$ cat src/rtl/pc_seq_pkg.sv
// Shared types and default constants for the MIPS_32 fetch-stage PC sequencer.
// The optional alignment check is enabled by defining PC_SEQ_ALIGN_CHECK_EN.
package pc_seq_pkg;

   typedef enum logic [1:0] {
      BOOT,
      RUN,
      HOLD
   } state_t;

   typedef enum logic [1:0] {
      NONE,
      REDIR,
      EXC
   } pend_kind_t;

   localparam int          DEF_WIDTH     = 32;
   localparam int          DEF_STEP      = 4;
   localparam logic [31:0] DEF_RESET_VEC = 32'h0000_0000;
   localparam logic [31:0] DEF_EXC_VEC   = 32'h0000_0080;

endpackage : pc_seq_pkg

$ cat src/rtl/pc_redirect_buf.sv
// One-entry pending-redirect buffer: an exception entry is sticky against redirects.
// With PC_SEQ_ALIGN_CHECK_EN defined it also remembers whether the entry was a misaligned redirect.
module pc_redirect_buf
   import pc_seq_pkg::*;
#(
   parameter int WIDTH = DEF_WIDTH
) (
   input  logic             clk,
   input  logic             rst,
   input  logic             wr,
   input  logic             wr_exc,
   input  logic [WIDTH-1:0] wr_target,
`ifdef PC_SEQ_ALIGN_CHECK_EN
   input  logic             wr_mis,
   output logic             mis,
`endif
   input  logic             clr,
   output logic [WIDTH-1:0] target,
   output logic             pend_valid
);

   pend_kind_t kind;
   logic       accept;

   // A redirect may only replace an empty slot or another redirect.
   assign accept     = wr && !(kind == EXC && !wr_exc);
   assign pend_valid = (kind != NONE);

   // NOTE: sequential state uses non-blocking assignments so every register
   // samples the pre-edge values, independent of block ordering.
   always_ff @(posedge clk) begin
      if (rst) begin
         kind <= NONE;
      end else if (clr) begin
         kind <= NONE;
      end else if (accept) begin
         kind <= wr_exc ? EXC : REDIR;
      end
   end

   // NOTE: the stored target is a data register qualified by kind, so it
   // needs no reset; only the control state does.
   always_ff @(posedge clk) begin
      if (!clr && accept) begin
         target <= wr_target;
      end
   end

`ifdef PC_SEQ_ALIGN_CHECK_EN
   always_ff @(posedge clk) begin
      if (rst) begin
         mis <= 1'b0;
      end else if (clr) begin
         mis <= 1'b0;
      end else if (accept) begin
         mis <= wr_mis;
      end
   end
`endif

endmodule : pc_redirect_buf

$ cat src/rtl/pc_sequencer.sv
// Registered fetch PC with step increment, exception/redirect priority, stall hold and pending buffer.
// Optional feature: define PC_SEQ_ALIGN_CHECK_EN to trap misaligned redirect targets and drive misalign.
module pc_sequencer
   import pc_seq_pkg::*;
#(
   parameter int               WIDTH     = DEF_WIDTH,
   parameter int               STEP      = DEF_STEP,
   parameter logic [WIDTH-1:0] RESET_VEC = DEF_RESET_VEC[WIDTH-1:0],
   parameter logic [WIDTH-1:0] EXC_VEC   = DEF_EXC_VEC[WIDTH-1:0]
) (
   input  logic             clk,
   input  logic             rst,
   input  logic             stall,
   input  logic             redir_valid,
   input  logic [WIDTH-1:0] redir_target,
   input  logic             exc_valid,
   output logic [WIDTH-1:0] pc,
   output logic [WIDTH-1:0] pc_seq,
   output logic             pc_valid,
   output logic             pend_valid
`ifdef PC_SEQ_ALIGN_CHECK_EN
   ,
   output logic             misalign
`endif
);

   state_t           state;
   state_t           state_nxt;
   logic [WIDTH-1:0] pc_next;
   logic [WIDTH-1:0] redir_eff;
   logic [WIDTH-1:0] buf_target;
   logic             advance;
   logic             capture;

   assign pc_seq  = pc + WIDTH'(STEP);
   assign advance = (state != BOOT) && !stall;
   assign capture = (exc_valid || redir_valid) && (state == BOOT || stall);

`ifdef PC_SEQ_ALIGN_CHECK_EN
   localparam logic [WIDTH-1:0] ALIGN_MASK = WIDTH'(STEP - 1);

   logic redir_mis;
   logic buf_mis;
   logic sel_mis;

   assign redir_mis = |(redir_target & ALIGN_MASK);
   assign redir_eff = redir_mis ? EXC_VEC : redir_target;
   assign sel_mis   = advance && !exc_valid &&
                      (redir_valid ? redir_mis : (pend_valid && buf_mis));
`else
   assign redir_eff = redir_target;
`endif

   pc_redirect_buf #(
      .WIDTH(WIDTH)
   ) u_buf (
      .clk       (clk),
      .rst       (rst),
      .wr        (capture),
      .wr_exc    (exc_valid),
      .wr_target (exc_valid ? EXC_VEC : redir_eff),
`ifdef PC_SEQ_ALIGN_CHECK_EN
      .wr_mis    (!exc_valid && redir_mis),
      .mis       (buf_mis),
`endif
      .clr       (advance),
      .target    (buf_target),
      .pend_valid(pend_valid)
   );

   // NOTE: every output of this block gets a default first, so no path
   // leaves a variable unassigned and no latch is inferred.
   always_comb begin
      state_nxt = state;
      pc_next   = pc;
      case (state)
         BOOT:    state_nxt = RUN;
         RUN:     if (stall && (exc_valid || redir_valid)) state_nxt = HOLD;
         HOLD:    if (!stall) state_nxt = RUN;
         default: state_nxt = BOOT;
      endcase
      if (advance) begin
         if (exc_valid)        pc_next = EXC_VEC;
         else if (redir_valid) pc_next = redir_eff;
         else if (pend_valid)  pc_next = buf_target;
         else                  pc_next = pc_seq;
      end
   end

   always_ff @(posedge clk) begin
      if (rst) begin
         state    <= BOOT;
         pc       <= RESET_VEC;
         pc_valid <= 1'b0;
      end else begin
         state    <= state_nxt;
         pc       <= pc_next;
         // Every non-reset edge leaves BOOT or later, so the PC is valid from here on.
         pc_valid <= 1'b1;
      end
   end

`ifdef PC_SEQ_ALIGN_CHECK_EN
   always_ff @(posedge clk) begin
      if (rst) misalign <= 1'b0;
      else     misalign <= sel_mis;
   end
`endif

endmodule : pc_sequencer

$ cat config.mk
export PLATFORM = sky130hd
export DESIGN_NAME = pc_sequencer
export DESIGN_NICKNAME = d
export VERILOG_FILES = /design/src/rtl/pc_seq_pkg.sv /design/src/rtl/pc_redirect_buf.sv /design/src/rtl/pc_sequencer.sv
export SDC_FILE = /design/constraint.sdc
export NUM_CORES = 1
export LEC_CHECK = 0
export CAP_MARGIN = 15
export CORE_UTILIZATION = 40
export CTS_CLUSTER_DIAMETER = 60
export DETAILED_ROUTE_END_ITERATION = 8
export GPL_ROUTABILITY_DRIVEN = 0
export GPL_TIMING_DRIVEN = 1
export PLACE_DENSITY = 0.72
export SYNTH_ARGS = -nofsm -noshare
export SYNTH_HDL_FRONTEND = slang
export SYNTH_SLANG_ARGS = --single-unit
export TNS_END_PERCENT = 10
$ cat constraint.sdc
create_clock -name clk -period 5.5 [get_ports clk]
set_clock_uncertainty 0.2 [all_clocks]
set_input_delay 1.375 -clock clk [delete_from_list [all_inputs] [get_ports clk]]
set_output_delay 1.375 -clock clk [all_outputs]
set_load 0.03 [all_outputs]
== Yosys cells after proc, flatten, opt, wreduce, memory -nomap -nowiden ==
Index checks and enable logic that the tools add are counted.

* Register bits: 69
* Input bits: 37
* Output and inout port bits: 66
* Word-level logic and storage cells: 36

* Add/sub/neg operators: 1
* Equal/unequal tests: 5
* Mux-type cells: 8
* Reductions and logical operators: 17

{| class="wikitable"
|+ Operator list
! operator !! count
|-
| two-way mux 32 bit || 3
|-
| adder 32 x 3 -> 32 bit, second input constant || 1
|-
| logical AND 1 bit || 6
|-
| two-way mux 2 bit || 3
|-
| one-hot mux 2 bit (3 select lines) || 1
|-
| == test 2 bit, second input constant || 2
|-
| zero test 1 bit || 4
|-
| != test 2 bit, second input constant || 2
|-
| nonzero test 2 bit || 2
|-
| == test 2 x 1 -> 1 bit, second input constant || 1
|-
| zero test 2 bit || 1
|-
| logical OR 1 bit || 2
|-
| AND reduction 2 bit || 1
|-
| OR reduction 2 bit || 1
|-
| two-way mux 1 bit || 1
|}

== Longest topological paths before layout ==
* Depth in word-level cells: 5
* Gate-level depth with buffers: 7
* Gate-level depth less buffers: 6

== Modules after synthesis ==
A second synthesis with hierarchy kept.

* Cell total of the unflattened synthesis: 445
* Area, all modules: 4018.9 um^2

{| class="wikitable"
|+ By module, submodules not included
! module !! times used !! cells an instance !! area each (um^2) !! sequential area each (um^2)
|-
| pc_sequencer || 1 || 401 || 2951.6 || 700.7
|-
| pc_redirect_buf || 1 || 44 || 1067.3 || 1001.0
|}

== Worst setup path after synthesis ==
No wires, ideal clock.

* Path type: input to register
* Start: input port redir_valid
* End: register u_buf.target[0], enable pin
* Library setup time: 432 ps
* Data arrival time: 3931 ps
* Data required time: 4868 ps
* Path slack: 937 ps
* Stages: 5
* Buffers on the path: 3
* Path through: clkbuf_1 > clkbuf_1 > buf_1 > o21ai_0 > a21oi_1

* Longest elaborated chain between the ends: 4

{| class="wikitable"
|+ Ends and longest elaborated chain
! what !! RTL line !! source
|-
| start, declared || pc_sequencer.sv:14 || <nowiki>input logic redir_valid,</nowiki>
|-
| logical OR 1 bit || pc_sequencer.sv:37 || <nowiki>assign capture = (exc_valid || redir_valid) && (state == BOOT || stall);</nowiki>
|-
| logical AND 1 bit || pc_sequencer.sv:37 ||
|-
| logical AND 1 bit || pc_redirect_buf.sv:26 || <nowiki>assign accept = wr && !(kind == EXC && !wr_exc);</nowiki>
|-
| logical AND 1 bit || pc_redirect_buf.sv:44 || <nowiki>if (!clr && accept) begin</nowiki>
|-
| end signal, assigned || pc_redirect_buf.sv:45 || <nowiki>target <= wr_target;</nowiki>
|-
| end, declared || pc_redirect_buf.sv:18 || <nowiki>output logic [WIDTH-1:0] target,</nowiki>
|}

No other way between the ends.
A chain may end at the register's enable or synchronous reset.

== Final worst setup path ==
* Start: register pc[7]
* End: output port pc_seq[31]

* Longest elaborated chain between the ends: 1

{| class="wikitable"
|+ Ends and longest elaborated chain
! what !! RTL line !! source
|-
| start, declared || pc_sequencer.sv:17 || <nowiki>output logic [WIDTH-1:0] pc,</nowiki>
|-
| start signal, assigned || pc_sequencer.sv:97 || <nowiki>pc <= pc_next;</nowiki>
|-
| adder 32 x 3 -> 32 bit || pc_sequencer.sv:35 || <nowiki>assign pc_seq = pc + WIDTH'(STEP);</nowiki>
|-
| end, declared || pc_sequencer.sv:18 || <nowiki>output logic [WIDTH-1:0] pc_seq,</nowiki>
|}

No other way between the ends.

==> impl_metrics.yaml <==
sta:
  fmax_mhz: 221.3
  max_slew_margin_pct: 44.71
  post-route-min-period_ns: 4.518
  hold_viol_final: 0
  worst_slew_pin_slew_ns: 0.8268
  finalSetupViolations: 0
  rsz0062_at_grt: "no"
  tns_ns: 0
  finalMaxSlewViolations: 0
  post-route-period-util_pct: 82.14
floorplan:
  fp.dieH_um: 99.56
  floorplan.initialDensity_pct: 41.21
  io_pins: 103
  die_w_um: 99.56
  core-area_um2: 9240
  rows: 35
  die-area_um2: 9912
clocking:
  clk_pin_slew_ns: 0.07
  cts_sinks: 69
  cts_max_level: 3
  clk_latency_ns: 0.35
  cts_setup_buffers: 0
  cts_buffer_depth: 2
  cts_tree: "built"
  cts_buffers: 9
  cts_repair_resize_count: 0
  cts_root_buf: "clkbuf_8"
  ctsHoldBuffers: 0
detailed_routing:
  vias: 3539
  wl_met3_um: 679
  drt_wl_total_mm: 10.86
  drc_errors: 0
  wire_per_inst_um: 16.94
  top_layer: "met4"
  drt_iter0_markers: 199
  drt_pass1_iterations: 5
  wl_met1_mm: 4.882
  route.met2.wl_mm: 5.154
  viasPerCell: 5.521
  ant_nets: 0
synth:
  synth-seq-cells: 69
  synth_area_um2: 3807
  synth_enable_flop_cells: 32
  yosysTopAreaCellShare_pct: 25.24
  synth_top_cell_by_area: "edfxtp_1"
  yosys-top-cells-area: "edfxtp_1 25%, dfxtp_1 19%, nand2_1 4.8%, nor2b_1 4.8%, o21ai_0 3.7%"
  synthCells: 410
  synthDistinctLibCells: 58
  yosysSeqAreaShare_pct: 44.69
  synth_nets: 448
  synthFlopType: "dfxtp_1"
  synthArstFlopShare_pct: 0
  ys_warn_count: 0
  syn_avg_cell_area_um2: 9.286
min_path:
  hold_class: "flip-flop to flip-flop"
  hp-start: "u_buf.target[13]$_SDFFCE_PP0P_"
setup_path:
  cp_max_fo: 12
  r2r_start: "pc[2]$_SDFFE_PP0P_"
  worstSetupStartpointType: "flip-flop"
  cp-end-kind: "primary output"
  critPathRequiredTime_ns: 3.92
  rrSetupSlack_ns: 3.05
  crit_type: "flip-flop to primary output"
  worstPathArrival_ns: 2.94
  startpoint: "pc[7]$_SDFFE_PP0P_"
pwr:
  vdd_ir_drop_max_mv: 0.1443
  p_leak_uw: 0.001884
  pwr_density_cell_nw_per_um2: 231.3
  p_total_uw: 1186
cells_and_area:
  stdcell_area_um2: 5130
  n_antenna_cell: 0
  utilization_pct: 55.52
  drive_above_1_share_pct: 7.617
  final_common_cell: "clkdlybuf4s50_1"
  area_growth_pct: 34.74
  final_cell_mix: "102 x clkdlybuf4s50_1, 49 x nand2_1, 37 x dfxtp_1"
  final_nets: 545
global_routing:
  globalRouteOverflowTotal: 0
  grt_pass1_vias: 3260
  grt_pass1_wl_mm: 17.11
  antenna_found_initial: 0
  grt_util_all_layers_pct: 22.64
  grt_start_max_net_pins: 37
placed_design:
  dp_hpwl_mm: 7.796
  io_buffers: 102
  place_area_um2: 4951
run:
  cap_violations: 0
status:
  outcome: "completed"
-- power breakdown --
group	internal, uW	switching (uW)
clock network	188	193
logic	87.4	121
registers	575	22.1
-- final cells by class --
cell class              count  area [um^2]
fillers                   826         4110
clock inverters             3        20.02
flip-flops and latches     69         1702
repair buffers            110         1081
clock buffers              13        158.9
multi-input cells         305         1962
well taps                 129        161.4
inverters                  12        45.04
-- worst max-delay path: stages, from the launching register on --
cell and delay, ns:
dfxtp_1 0.47, nand4_2 0.34, or3_4 0.51, nor4_2 0.29
xor2_1 0.27, clkdlybuf4s50_1 0.72
-- registers in the layout, indices dropped and copies added (netlist names) --
register,cells
pc,32
u_buf.target,32
state,2
u_buf.kind,2
pc_valid,1
-- cells in the mapped netlist (3+ instances only) --
| master | instances |
|---|---|
| nor2_1 | 25 |
| xnor2_1 | 15 |
| a21o_1 | 3 |
| a31oi_1 | 3 |
| nand3_1 | 14 |
| and3_1 | 3 |
| inv_1 | 12 |
| mux2i_1 | 9 |
| nor2b_1 | 29 |
| a22o_1 | 12 |
| o21bai_1 | 4 |
| clkbuf_1 | 16 |
| nor3_2 | 5 |
| edfxtp_1 | 32 |
| xor2_1 | 12 |
| nand2b_1 | 5 |
| a22oi_1 | 8 |
| buf_2 | 4 |
| nand4_1 | 4 |
| nor4_1 | 4 |
| dfxtp_1 | 37 |
| nand2_1 | 49 |
| nand3b_1 | 3 |
| o21ai_0 | 28 |
| nand4_2 | 3 |
| a21oi_1 | 9 |
| a221o_1 | 7 |
| nor3_1 | 10 |
| o21ai_1 | 4 |
| a221oi_1 | 4 |
-- metrics by stage --
| stage | cells | hold WS [ns] | setup slack [ns] |
|---|---|---|---|
| 6_report | 641 | 0.3050 | 0.9820 |
| 3_5_place_dp | 625 | 0.2929 | 1.360 |
| 2_1_floorplan | 410 | 0.2550 | 0.9371 |
| 5_1_grt | 641 | 0.3398 | 0.8235 |
| 3_3_place_gp | 625 | 0.2655 | 1.432 |
| 4_1_cts | 641 | 0.3087 | 1.004 |
-- kinds of logic after synthesis --
logic type,share of synthesized area [%]
AOI/OAI and AO/OA,17.65
xor gates and xnor gates,6.211
adders and majority gates,0.3286
buffers and inverters,4.075
DFF,44.69
muxes,2.366
and+or+nand+nor,24.68
-- worst paths after layout --
check,end,cells past startpoint
max,pc_seq[31],5
min,pc[13]$_SDFFE_PP0P_,2
max reg2reg,pc[20]$_SDFFE_PP0P_,6
min reg2reg,pc[13]$_SDFFE_PP0P_,2
-- layer usage --
metal,global-route usage (%),vias to the layer above
met5,0,-
met3,5.130,11
met2,36.22,145
met1,30.82,1703
li1,-,1680
met4,6.222,0
Power figures use the tool's default switching activity.
